**src/rtl/imem_loader.sv**
```systemverilog
// Boot-time instruction ROM loader.
// Receives a framed byte stream (16-bit length, big-endian words, XOR checksum),
// writes each word into the ROM write port and holds the core in reset until
// a complete frame passes its checksum.
module imem_loader #(
    parameter int unsigned AWIDTH = 8,
    parameter int unsigned DWIDTH = 16
) (
    input  logic              clk,
    input  logic              rst,
    input  logic              i_start,
    input  logic [7:0]        s_data,
    input  logic              s_valid,
    output logic              s_ready,
    output logic              o_wr,
    output logic [AWIDTH-1:0] o_waddr,
    output logic [DWIDTH-1:0] o_wdata,
    output logic              o_core_rst,
    output logic              o_busy,
    output logic              o_done,
    output logic              o_err,
    output logic [AWIDTH:0]   o_nwords
);

    // Largest legal word count: the whole address space.
    localparam logic [16:0] MaxLen = 17'(2 ** AWIDTH);

    typedef enum logic [2:0] {
        StIdle,
        StLenHi,
        StLenLo,
        StDataHi,
        StDataLo,
        StCsum,
        StDone,
        StErr
    } state_e;

    state_e              state_q, state_d;
    logic                s_ready_q, s_ready_d;
    logic                wr_q, wr_d;
    logic [AWIDTH-1:0]   waddr_q, waddr_d;
    logic [DWIDTH-1:0]   wdata_q, wdata_d;
    logic                core_rst_q, core_rst_d;
    logic                busy_q, busy_d;
    logic                done_q, done_d;
    logic                err_q, err_d;
    logic [AWIDTH:0]     nwords_q, nwords_d;
    logic [7:0]          acc_q, acc_d;
    logic [7:0]          byte_q, byte_d;
    logic [AWIDTH:0]     len_q, len_d;

    logic                accept;
    logic [16:0]         len_full;
    logic [AWIDTH:0]     nwords_inc;

    assign accept     = s_valid && s_ready_q;
    // Header word count, zero-extended so it can be compared against 2^AWIDTH.
    assign len_full   = {1'b0, byte_q, s_data};
    assign nwords_inc = nwords_q + {{AWIDTH{1'b0}}, 1'b1};

    // Next-state and registered-output logic for the frame parser.
    always_comb begin
        state_d    = state_q;
        wr_d       = 1'b0;
        waddr_d    = waddr_q;
        wdata_d    = wdata_q;
        core_rst_d = core_rst_q;
        busy_d     = busy_q;
        done_d     = done_q;
        err_d      = err_q;
        nwords_d   = nwords_q;
        acc_d      = acc_q;
        byte_d     = byte_q;
        len_d      = len_q;

        // Every accepted byte, checksum included, folds into the accumulator.
        if (accept) begin
            acc_d = acc_q ^ s_data;
        end

        case (state_q)
            StIdle, StDone, StErr: begin
                if (i_start) begin
                    state_d    = StLenHi;
                    core_rst_d = 1'b1;
                    busy_d     = 1'b1;
                    done_d     = 1'b0;
                    err_d      = 1'b0;
                    nwords_d   = '0;
                    acc_d      = '0;
                    waddr_d    = '0;
                end
            end
            StLenHi: begin
                if (accept) begin
                    byte_d  = s_data;
                    state_d = StLenLo;
                end
            end
            StLenLo: begin
                if (accept) begin
                    if (len_full == '0) begin
                        state_d = StCsum;
                    end else if (len_full > MaxLen) begin
                        // Program cannot fit: abort without consuming more bytes.
                        state_d = StErr;
                        err_d   = 1'b1;
                        busy_d  = 1'b0;
                    end else begin
                        len_d   = len_full[AWIDTH:0];
                        state_d = StDataHi;
                    end
                end
            end
            StDataHi: begin
                if (accept) begin
                    byte_d  = s_data;
                    state_d = StDataLo;
                end
            end
            StDataLo: begin
                if (accept) begin
                    // Words written so far double as the write index.
                    wr_d     = 1'b1;
                    waddr_d  = nwords_q[AWIDTH-1:0];
                    wdata_d  = DWIDTH'({byte_q, s_data});
                    nwords_d = nwords_inc;
                    state_d  = (nwords_inc == len_q) ? StCsum : StDataHi;
                end
            end
            StCsum: begin
                if (accept) begin
                    busy_d = 1'b0;
                    if ((acc_q ^ s_data) == 8'h00) begin
                        state_d    = StDone;
                        done_d     = 1'b1;
                        core_rst_d = 1'b0;
                    end else begin
                        // Core stays in reset; partial ROM contents are left as-is.
                        state_d = StErr;
                        err_d   = 1'b1;
                    end
                end
            end
            default: begin
                state_d = StIdle;
            end
        endcase

        // Ready is registered, so derive it from where the FSM is heading.
        s_ready_d = (state_d == StLenHi) || (state_d == StLenLo) ||
                    (state_d == StDataHi) || (state_d == StDataLo) ||
                    (state_d == StCsum);
    end

    // State and output registers with synchronous reset.
    always_ff @(posedge clk) begin
        if (rst) begin
            state_q    <= StIdle;
            s_ready_q  <= 1'b0;
            wr_q       <= 1'b0;
            waddr_q    <= '0;
            wdata_q    <= '0;
            core_rst_q <= 1'b1;
            busy_q     <= 1'b0;
            done_q     <= 1'b0;
            err_q      <= 1'b0;
            nwords_q   <= '0;
            acc_q      <= '0;
            byte_q     <= '0;
            len_q      <= '0;
        end else begin
            state_q    <= state_d;
            s_ready_q  <= s_ready_d;
            wr_q       <= wr_d;
            waddr_q    <= waddr_d;
            wdata_q    <= wdata_d;
            core_rst_q <= core_rst_d;
            busy_q     <= busy_d;
            done_q     <= done_d;
            err_q      <= err_d;
            nwords_q   <= nwords_d;
            acc_q      <= acc_d;
            byte_q     <= byte_d;
            len_q      <= len_d;
        end
    end

    assign s_ready    = s_ready_q;
    assign o_wr       = wr_q;
    assign o_waddr    = waddr_q;
    assign o_wdata    = wdata_q;
    assign o_core_rst = core_rst_q;
    assign o_busy     = busy_q;
    assign o_done     = done_q;
    assign o_err      = err_q;
    assign o_nwords   = nwords_q;

endmodule

```
**config.mk**
```make
export PLATFORM = sky130hd
export DESIGN_NAME = imem_loader
export DESIGN_NICKNAME = d
export VERILOG_FILES = /design/src/rtl/imem_loader.sv
export SDC_FILE = /design/constraint.sdc
export NUM_CORES = 1
export LEC_CHECK = 0
export ABC_AREA = 1
export CORE_MARGIN = 2
export CORE_UTILIZATION = 25
export DETAILED_ROUTE_END_ITERATION = 12
export GPL_ROUTABILITY_DRIVEN = 0
export HOLD_SLACK_MARGIN = 0.03
export PLACE_DENSITY = 0.45
export SLEW_MARGIN = 20
export SYNTH_ARGS = -nofsm -noshare
export SYNTH_HDL_FRONTEND = slang
export SYNTH_SLANG_ARGS = --single-unit
```
**constraint.sdc**
```tcl
create_clock -name clk -period 2.86 [get_ports clk]
set_input_delay 0.572 -clock clk [delete_from_list [all_inputs] [get_ports clk]]
set_output_delay 0.572 -clock clk [all_outputs]
set_load 0.005 [all_outputs]
```
== Word-level counts from Yosys, hierarchy flattened ==
Cells that the tools add are included.

* Reduce and logical (&&, ||, !) cells: 21
* Bitwise gates (word level): 4
* $lt $le $gt $ge: 1
* Muxes and demuxes: 40
* Equality and inequality tests: 21
* $add $sub $neg: 1

{| class="wikitable"
|+ Operator list
! operator !! number
|-
| $mux W8 || 5
|-
| $mux W3 || 9
|-
| $eq A3 B3 Y1 const B || 6
|-
| $mux W9 || 2
|-
| $pmux W3 S6 || 1
|-
| $pmux W9 S2 || 1
|-
| $logic_not A17 Y1 || 1
|-
| $mux W1 || 17
|-
| $gt A16 B9 Y1 const B || 1
|-
| $ne A2 B2 Y1 const B || 8
|-
| $pmux W8 S2 || 1
|-
| $eq A3 B2 Y1 const B || 4
|-
| $add A9 B1 Y9 const B || 1
|-
| $eq A9 B9 Y1 || 1
|-
| $logic_not A8 Y1 || 1
|-
| $reduce_and A4 Y1 || 2
|-
| $xor A8 B8 Y8 || 1
|-
| $reduce_and A7 Y1 || 1
|-
| $eq A3 B1 Y1 const B || 2
|-
| $pmux W1 S3 || 2
|-
| $reduce_and A6 Y1 || 1
|-
| $logic_or A1 B1 Y1 || 4
|-
| $pmux W1 S2 || 2
|-
| $reduce_and A2 Y1 || 2
|-
| 8 further kinds || 12
|}

* Bits in registers: 67
* Output and inout port bits: 39
* Word-level logic and storage cells: 101

== Longest topological paths before layout ==
Gate-level depths: netlist of the first run.

* Depth in word-level cells: 10
* Mapped depth: 16

== Worst setup path before layout of the first run ==
Ideal clock, no wire load.

* Path kind: reg2reg
* From: register nwords_q[0], in the netlist o_nwords[0]
* To: register s_ready_q, in the netlist s_ready
* Arrival: 1,688 ps
* Slack: 1,057 ps
* Stages on the path, launching flop included: 17
* Period minus slack after synthesis: 1,803 ps
* Data required time: 2,745 ps
* Cells stage by stage: dfxtp_1 -> ha_1 -> nand2_2 -> nor2_2 -> nand3_1 -> nand2_1 -> nand2_1 -> nand2_1 -> nand2_1 -> nor2_1 -> nand2_1 -> nand2_1 -> nand2_1 -> nand4_2 -> nand3_1 -> nand2_1 -> nor2_1

* Word-level cells in the longest chain between the ends: 10
* Elaborated cells on any way between the ends: 14

{| class="wikitable"
|+ RTL lines
! item !! line !! text
|-
| from (decl) || 48 || <nowiki>logic [AWIDTH:0] nwords_q, nwords_d;</nowiki>
|-
| from (signal assigned) || 183 || <nowiki>nwords_q <= nwords_d;</nowiki>
|-
| $add A9 B1 Y9 (*) || 60 || <nowiki>assign nwords_inc = nwords_q + {{AWIDTH{1'b0}}, 1'b1};</nowiki>
|-
| $eq A9 B9 Y1 (*) || 129 || <nowiki>state_d = (nwords_inc == len_q) ? StCsum : StDataHi;</nowiki>
|-
| $mux W3 (*) || 129 ||
|-
| $mux W3 (*) || 123 || <nowiki>if (accept) begin</nowiki>
|-
| $pmux W3 S6 (*) || 82 || <nowiki>case (state_q)</nowiki>
|-
| $eq A3 B1 Y1 / $eq A3 B2 Y1 (equally long branches) || 152 || <nowiki>s_ready_d = (state_d == StLenHi) || (state_d == StLenLo) ||</nowiki>
|-
| $logic_or A1 B1 Y1 (2 in a row) || 152 ||
|-
| $logic_or A1 B1 Y1 || 153 || <nowiki>(state_d == StDataHi) || (state_d == StDataLo) ||</nowiki>
|-
| $logic_or A1 B1 Y1 (*) || 153 ||
|-
| to (signal assigned) || 175 || <nowiki>s_ready_q <= s_ready_d;</nowiki>
|-
| to (decl) || 40 || <nowiki>logic s_ready_q, s_ready_d;</nowiki>
|}

Mark *: on every way between the ends. The rest lies on a longest branch, timed or not.
A chain may end at the register's enable or synchronous reset.

== Worst setup path in the final report of the first run ==
* From: register nwords_q[1], in the netlist o_nwords[1]
* To: register s_ready_q, in the netlist s_ready

The elaborated chain is that of the path after synthesis.

==> flow_metrics.py, run 1 <==
metrics = {
    "detailed_routing": {
        "ant_nets": 0,
        "drt_first_pass_iters": 4,
        "wl_per_cell_um": 13.6,
        "vias": 2983,
        "drc": 0,
        "via_per_inst": 4.65,
        "drt-initial-drc-count": 166,
        "wl_mm": 8.75,
    },
    "synthesis": {
        "yosysWarnings": 0,
        "synth_top_family_by_area": "simple AND/OR/NAND/NOR gates",
        "synth_compound_area_frac": 0.160,
        "syn-instance-count": 440,
        "synth-seq-area-share": 0.435,
        "syn_area_per_cell_um2": 7.01,
        "synthAdderAreaFrac": 0.00406,
        "synthSimpleGateAreaFrac": 0.292,
        "synthMuxAreaShare": 0,
        "synth_fp_nets": 453,
        "synth-xor-area-share": 0.0284,
        "ys_ff_latch": 67,
        "synth_cell_types": 28,
        "netlist_area_um2": 3080,
    },
    "global_route": {
        "grt_pass1_wl_mm": 14.3,
        "track_usage": 0.139,
        "grt_max_degree": 39,
        "antenna_found_initial": 0,
        "grt-ovfl-total": 0,
        "grt_pass1_vias": 2849,
    },
    "sta": {
        "finalSetupViolCount": 0,
        "fin_setup_tns_ns": 0,
        "final_max_slew_viol_count": 0,
        "slew_headroom": 0.481,
        "fin_crit_sh": 0.767,
        "tightest_slew_ns": 0.778,
        "timing.hold.ws_ns": 0.458,
        "period_needed_ns": 2.19,
        "finalClockSkew_ns": 0.00935,
        "finalHoldViolCount": 0,
        "rsz0062_at_grt": "false",
        "timing.fmax_mhz": 456,
    },
    "worst_setup_path": {
        "startpoint_type": "register",
        "crit_fanout": 6,
        "cp-end-kind": "register",
        "required_ns": 3.08,
        "arrival_ns": 2.41,
        "criticalPathCategory": "reg2reg",
        "ff2ff_path_depth": 14,
    },
    "place": {
        "place_area_um2": 3730,
        "dp_hpwl_mm": 6.22,
        "portBuffers": 50,
        "dp_cells": 626,
    },
    "hold_path": {
        "min_delay_path_depth": 2,
        "holdCritPathClass": "reg2reg",
    },
    "power_and_ir_drop": {
        "finalPower_mw": 3.12,
        "seqPwrFrac": 0.347,
        "leakage_nw": 1.51,
        "p_clk_frac": 0.397,
        "p_sw_frac": 0.318,
        "p_int_mw": 2.12,
        "p_per_area_nw_per_um2": 766,
        "max-vdd-ir-drop_mv": 0.410,
        "switchingPower_uw": 992,
        "power_frac_comb": 0.255,
    },
    "cts": {
        "clk_pin_slew_ns": 0.06,
        "clock-root-buffer": "clkbuf_16",
        "hold_buffers": 0,
        "postCtsSetupBuffers": 0,
        "cts_resized": 0,
        "cts_tree": "done",
        "clockBufferDepth": 2,
        "htreeDepth": 3,
        "clock_latency_ns": 0.33,
        "cts_sinks": 67,
        "cts_made_buffers": 9,
    },
    "floorplan": {
        "die_h_um": 115,
        "dieArea_um2": 13200,
        "io_pins": 51,
        "std_cell_rows": 40,
        "coreArea_um2": 12000,
        "chipWidth_um": 115,
        "start_util": 0.257,
    },
    "finish": {
        "layout-drive-gt1-share": 0.0808,
        "nFillCells": 1293,
        "nets": 503,
        "diodes": 0,
        "finalInstanceArea_um2": 4070,
        "areaGrowthSynthToFinish_pct": 31.9,
        "final_cells": 642,
    },
    "status": {
        "outcome": "finished clean",
    },
    "run": {
        "drv_cap": 0,
    },
}
## worst max-delay path, cell delays in order (launching register included)
cell and delay, ns:
dfxtp_1 0.46, ha_1 0.35, nand2_2 0.15, nor2_2 0.14
nand4_1 0.15, nand2_1 0.10, nand2_1 0.05, nand2_1 0.05
nor2_1 0.04, nand2_1 0.13, nand2_1 0.07, nand2_1 0.08
nand4_2 0.10, a21oi_1 0.14, nor2_1 0.06
## cells by family after synthesis
kind of cell	count (synthesis)
AO/OA/AOI/OAI	92
XOR/XNOR	10
adder cells (fa/ha/maj)	1
buffers and inverters	60
flip-flops	67
AND/OR/NAND/NOR	210
## state kept, by name, summed over array words and instances, names as in the netlist
| name | flops |
|---|---|
| o_waddr | 8 |
| o_err | 1 |
| o_core_rst | 1 |
| o_nwords | 9 |
| s_ready | 1 |
| o_done | 1 |
| o_wr | 1 |
| len_q | 9 |
| byte_q | 8 |
| state_q | 3 |
| o_busy | 1 |
| o_wdata | 16 |
| acc_q | 8 |
## area by class of cell
type | count | area, µm² | share of cell area
multi-input cells | 313 | 1500 | 0.368
clock buffers | 11 | 253 | 0.0621
well taps | 147 | 184 | 0.0452
inverters | 42 | 158 | 0.0387
repair buffers | 57 | 553 | 0.136
flip-flops and latches | 67 | 1340 | 0.330
clock inverters | 5 | 83.8 | 0.0206
## metal layers
metal / vias to the layer above / GRT usage / wire length [µm]
li1: 1540 / - / -
met1: 1372 / 0.173 / 4030
met2: 65 / 0.238 / 4280
met3: 6 / 0.0416 / 387
met4: 0 / 0.0313 / 57
met5: - / 0 / 0
## through the flow
step | worst slack, ns | util
finish | 0.666 | 0.339
global route | 0.405 | 0.339
CTS | 0.668 | 0.339
detailed placement | 0.347 | 0.311
global placement | 0.404 | 0.311
floorplan | 1.06 | -
## path summary, 6_finish.rpt
path / start / endpoint / slack (ns)
worst max-delay path: o_nwords[1] / s_ready / 0.67
worst min-delay path: o_err / o_err / 0.46
worst max register to register: o_nwords[1] / s_ready / 0.67
worst min register to register: o_err / o_err / 0.46
## cell usage after synthesis
library cell | instances | area, µm²
nand4_1 | 7 | 43.8
nand4_2 | 1 | 12.5
nand3_1 | 37 | 185
clkbuf_1 | 7 | 26.3
dfxtp_1 | 67 | 1340
a2111oi_2 | 1 | 15.0
inv_1 | 37 | 139
buf_2 | 8 | 40.0
o21ai_1 | 2 | 10.0
clkinv_1 | 1 | 3.75
buf_4 | 3 | 22.5
a211oi_1 | 3 | 22.5
nand3_2 | 1 | 10.0
a21oi_1 | 58 | 290
nor2_4 | 3 | 33.8
nand2_1 | 111 | 417
o21ai_0 | 24 | 120
o21ai_2 | 1 | 8.76
nor2_2 | 2 | 12.5
xnor2_1 | 9 | 78.8
nor2_1 | 45 | 169
xor2_1 | 1 | 8.76
nand2_2 | 3 | 18.8
inv_2 | 4 | 15.0
a221oi_1 | 1 | 8.76
o211ai_1 | 1 | 7.51
o21bai_2 | 1 | 11.3
ha_1 | 1 | 12.5
## cell usage in the layout (no fill, tap or decap), types with 3 or more instances in the layout
cell type and count:
inv_2 4, buf_4 7, xnor2_1 9, a211oi_1 3, nand2_1 111, o21ai_0 24, clkdlybuf4s50_1 50, nand2_2 3
a21oi_1 58, nor2_1 45, clkbuf_16 9, dfxtp_1 67, inv_1 37, nand4_1 7, nor2_4 3, nand3_1 37
## power by group through the flow
| stage | clock, mW | sequential (mW) | combinational, mW |
|---|---|---|---|
| global route | 1.32 | 1.10 | 0.898 |
| global placement | 0 | 1.10 | 0.798 |
| floorplan | 0 | 1.09 | 0.543 |
| detailed placement | 0 | 1.10 | 0.797 |
| finish | 1.24 | 1.08 | 0.795 |
| CTS | 1.28 | 1.08 | 0.801 |
No activity file was read; power rests on OpenSTA's default activity.
==> inputs of run 2 (changes only) <==
- clock period: 2.86 -> 2.2 ns (I/O delays scaled with it)
==> flow_metrics.py, run 2 (same netlist as run 1, synthesis figures left out) <==
metrics = {
    "cts": {
        "cts_made_buffers": 9,
        "htreeDepth": 3,
        "clock_latency_ns": 0.33,
        "clockBufferDepth": 2,
        "clock-root-buffer": "clkbuf_16",
        "cts_tree": "done",
        "clk_pin_slew_ns": 0.06,
        "cts_sinks": 67,
    },
    "sta": {
        "fin_crit_sh": 0.921,
        "finalSetupViolCount": 0,
        "final_max_slew_viol_count": 0,
        "worst_slack_ns": 0.173,
        "timing.fmax_mhz": 493,
        "finalHoldViolCount": 0,
        "timing.hold.ws_ns": 0.460,
        "period_needed_ns": 2.03,
        "tightest_slew_ns": 0.398,
        "rsz0062_at_grt": "false",
        "finalClockSkew_ns": 0.00801,
        "slew_headroom": 0.734,
    },
    "detailed_routing": {
        "ant_nets": 0,
        "wl_per_cell_um": 13.4,
        "via_per_inst": 4.60,
        "drt-initial-drc-count": 168,
        "drc": 0,
        "wl_mm": 8.98,
        "vias": 3083,
        "drt_first_pass_iters": 4,
    },
    "finish": {
        "most-common-layout-cells": "111 x nand2_1, 66 x dfxtp_1, 58 x a21oi_1, 50 x clkdlybuf4s50_1, 45 x nor2_1",
        "diodes": 0,
        "final_cells": 670,
        "utilization": 0.354,
        "layout-drive-gt1-share": 0.136,
        "largest_register_ffs": 16,
        "final_common_cell": "nand2_1",
        "nets": 531,
        "areaGrowthSynthToFinish_pct": 37.9,
    },
    "power_and_ir_drop": {
        "p_per_area_nw_per_um2": 923,
        "finalPower_mw": 3.92,
        "leakage_nw": 1.63,
        "max-vdd-ir-drop_mv": 0.424,
    },
    "global_route": {
        "grt_max_degree": 32,
        "antenna_found_initial": 0,
        "grt_pass1_vias": 3010,
        "grt-ovfl-total": 0,
        "grt_pass1_wl_mm": 15.1,
        "track_usage": 0.146,
    },
    "worst_setup_path": {
        "ff2ff_path_depth": 15,
        "required_ns": 2.42,
        "crit_chain": "clkdlybuf4s50_1, xnor2_1, nand2_1, nor2_1, nand2_1, nand2_1, nand4_1, a21oi_1, nand4_1, a21oi_1, nor2_1",
        "crit_family": "simple AND/OR/NAND/NOR gates",
        "cpMostUsedCell": "nand2_1",
        "cp_num_cells": 11,
        "arrival_ns": 2.25,
        "crit_buf_inv": 1,
        "cp_slowest_stage_delay_ns": 0.54,
        "startpoint_type": "primary input",
        "crit_fanout": 3,
        "cp-end-kind": "register",
        "slowest_stage": "clkdlybuf4s50_1",
        "criticalPathCategory": "in2reg",
        "r2r_slack_ns": 0.31,
    },
    "place": {
        "portBuffers": 50,
        "dp_cells": 654,
        "pre_cts_ws_ns": -0.0867,
        "dp_hpwl_mm": 6.58,
    },
    "floorplan": {
        "die_h_um": 115,
        "chipWidth_um": 115,
        "coreArea_um2": 12000,
        "io_pins": 51,
        "dieArea_um2": 13200,
        "start_util": 0.257,
        "std_cell_rows": 40,
    },
    "status": {
        "outcome": "finished clean",
    },
    "hold_path": {
        "holdCritPathClass": "reg2reg",
        "min_delay_path_depth": 2,
    },
    "run": {
        "drv_cap": 0,
    },
}
==> run 2: layout make-up <==
cell class	instances	area [µm²]
repair buffers	85	763
well taps	147	184
clock inverters	5	37.5
clock buffers	11	253
fillers	1309	7760
inverters	42	158
flip-flops and latches	67	1340
multi-input cells	313	1520
==> run 2: path summary, 6_finish.rpt <==
check / startpoint / end
worst max-delay path: s_data[5] / s_ready
worst min-delay path: o_waddr[5] / o_waddr[5]
worst max register to register: o_nwords[3] / s_ready
worst min register to register: o_waddr[5] / o_waddr[5]
==> run 2: what timing repair did <==
item,in CTS,in global routing
hold buffers,0,0
gates resized for setup,0,4
setup endpoints to repair,0,2
setup buffers,0,0
==> run 2: tightest hold or removal path: stages (launching register included) <==
cell and delay (ns):
dfxtp_1 0.31, nand2_1 0.06, a21oi_1 0.05
==> run 2: routing by layer <==
layer | vias up | routed length (µm) | GRT usage
met3 | 5 | 337 | 0.0380
met5 | - | 0 | 0
met1 | 1422 | 4160 | 0.179
met2 | 64 | 4410 | 0.247
met4 | 0 | 78 | 0.0482
li1 | 1592 | - | -
==> run 2: metrics by stage <==
step	TNS, ns	cell area (µm²)
2_1_floorplan	0	3080
3_3_place_gp	-0.0785	3940
3_5_place_dp	-0.0867	3940
4_1_cts	0	4230
5_1_grt	0	4250
6_report	0	4250
==> run 2: power by group <==
group          switching (mW)  total, mW  internal (mW)  leakage, nW
registers              0.0792       1.41           1.33        0.543
logic                   0.691       1.15          0.455        0.946
clock network           0.546       1.37          0.825        0.138
total                    1.32       3.92           2.61         1.63
==> inputs of run 3 (changes only) <==
- CAP_MARGIN: unset -> 20
- CORE_UTILIZATION: 25 -> 50
- PLACE_DENSITY: 0.45 -> 0.77
==> flow_metrics.py, run 3 (same netlist as run 1, synthesis figures left out) <==
metrics = {
    "status": {
        "outcome": "finished clean",
    },
    "place": {
        "dp_cells": 566,
        "portBuffers": 50,
        "place_area_um2": 3740,
        "dp_hpwl_mm": 5.69,
        "pre_cts_ws_ns": -0.00216,
    },
    "floorplan": {
        "start_util": 0.518,
        "io_pins": 51,
        "dieArea_um2": 6810,
        "chipWidth_um": 82.5,
        "coreArea_um2": 5960,
        "die_h_um": 82.5,
        "std_cell_rows": 28,
    },
    "sta": {
        "worst_slack_ns": 0.262,
        "timing.fmax_mhz": 516,
        "slew_headroom": 0.732,
        "fin_crit_sh": 0.881,
        "fin_setup_tns_ns": 0,
        "finalHoldViolCount": 0,
        "finalSetupViolCount": 0,
        "period_needed_ns": 1.94,
        "rsz0062_at_grt": "false",
        "tightest_slew_ns": 0.401,
        "final_max_slew_viol_count": 0,
        "finalClockSkew_ns": 0.00815,
        "timing.hold.ws_ns": 0.459,
    },
    "worst_setup_path": {
        "r2r_slack_ns": 0.26,
        "cp_slowest_stage_delay_ns": 0.53,
        "crit_fanout": 10,
        "startpoint_type": "register",
        "required_ns": 2.44,
        "arrival_ns": 2.18,
        "reg2reg_from": "o_nwords[3]",
        "slowest_stage": "dfxtp_1",
        "cp-end-kind": "register",
        "ff2ff_path_depth": 15,
        "cpMostUsedCell": "nand2_1",
        "criticalPathCategory": "reg2reg",
        "crit_buf_inv": 0,
        "crit_family": "simple AND/OR/NAND/NOR gates",
        "crit_chain": "nand2_2, nor2_4, nand2_1, nand2_1, nand3_1, nand2_1, nand2_1, nor2_1, nand2_1, nand2_1, nand2_1, nand4_2, nand3_1, nand2_1, nor2_1",
        "timing.rr.end": "s_ready",
    },
    "detailed_routing": {
        "drt_first_pass_iters": 5,
        "via_per_inst": 5.36,
        "ant_nets": 0,
        "wl_mm": 7.83,
        "vias": 3112,
        "drc": 0,
        "wl_per_cell_um": 13.5,
        "drt-initial-drc-count": 189,
    },
    "cts": {
        "htreeDepth": 3,
        "clock-root-buffer": "clkbuf_8",
        "clock_latency_ns": 0.34,
        "cts_resized": 0,
        "cts_made_buffers": 9,
        "cts_sinks": 67,
        "postCtsSetupBuffers": 0,
        "cts_tree": "done",
        "clockBufferDepth": 2,
        "clk_pin_slew_ns": 0.07,
        "hold_buffers": 0,
    },
    "power_and_ir_drop": {
        "p_clk_frac": 0.292,
        "seqPwrFrac": 0.402,
        "p_int_mw": 2.32,
        "switchingPower_mw": 1.18,
        "p_sw_frac": 0.337,
        "power_frac_comb": 0.306,
        "p_per_area_nw_per_um2": 885,
        "leakage_nw": 1.51,
        "max-vdd-ir-drop_mv": 0.623,
        "finalPower_mw": 3.49,
    },
    "hold_path": {
        "hold_start": "o_err",
        "holdPathEnd": "o_err",
        "min_delay_path_depth": 2,
        "holdCritPathClass": "reg2reg",
    },
    "global_route": {
        "grt_pass1_vias": 2812,
        "grt_pass1_wl_mm": 12.7,
        "grt-ovfl-total": 0,
        "antenna_found_initial": 0,
        "track_usage": 0.247,
        "grt_max_degree": 32,
    },
    "finish": {
        "most-common-layout-cells": "111 x nand2_1, 66 x dfxtp_1, 58 x a21oi_1, 50 x clkdlybuf4s50_1, 45 x nor2_1",
        "areaGrowthSynthToFinish_pct": 27.8,
        "finalInstanceArea_um2": 3940,
        "final_common_cell": "nand2_1",
        "final_cells": 581,
        "largest_register_ffs": 16,
        "diodes": 0,
        "layout-drive-gt1-share": 0.101,
        "nets": 515,
        "utilization": 0.662,
    },
    "run": {
        "drv_cap": 0,
    },
}
-- run 3: area by class of cell --
cell class,instances,area (µm²)
Clock buffer,13,159
Clock inverter,2,35.0
Fill cell,543,2010
Inverter,42,158
Multi-Input combinational cell,313,1500
Sequential cell,67,1340
Tap cell,75,93.8
Timing Repair Buffer,69,656
-- run 3: worst register-to-register path, cell delays in order (launching register included) --
cell,delay [ns]
dfxtp_1,0.53
nand2_2,0.14
nor2_4,0.16
nand2_1,0.09
nand2_1,0.09
nand3_1,0.08
nand2_1,0.07
nand2_1,0.05
nor2_1,0.09
nand2_1,0.11
nand2_1,0.08
nand2_1,0.06
nand4_2,0.10
nand3_1,0.08
nand2_1,0.06
nor2_1,0.04
-- run 3: how the worst max path moves through the flow --
stage	from	to	slack [ns]	cells past startpoint
finish	o_nwords[3]	s_ready	0.26	15
global route	o_nwords[3]	s_ready	0.02	13
CTS	o_nwords[0]	s_ready	0.21	16
detailed placement	s_data[4]	s_ready	-0.002	10
global placement	s_data[4]	s_ready	0.04	10
floorplan	o_nwords[0]	s_ready	0.40	16
-- run 3: power groups by stage --
| stage | sequential [mW] | clock [mW] | combinational [mW] |
|---|---|---|---|
| after global routing | 1.42 | 1.10 | 1.18 |
| final | 1.40 | 1.02 | 1.07 |
| after floorplan | 1.42 | 0 | 0.705 |
| after CTS | 1.40 | 1.04 | 1.05 |
| after global placement | 1.43 | 0 | 1.02 |
| after detailed placement | 1.43 | 0 | 1.05 |
-- run 3: routing by layer --
metal	vias up	track usage	wire, µm
li1	1550	-	-
met2	130	0.419	3840
met3	23	0.0467	517
met5	-	0	0
met4	0	0.103	184
met1	1409	0.307	3290
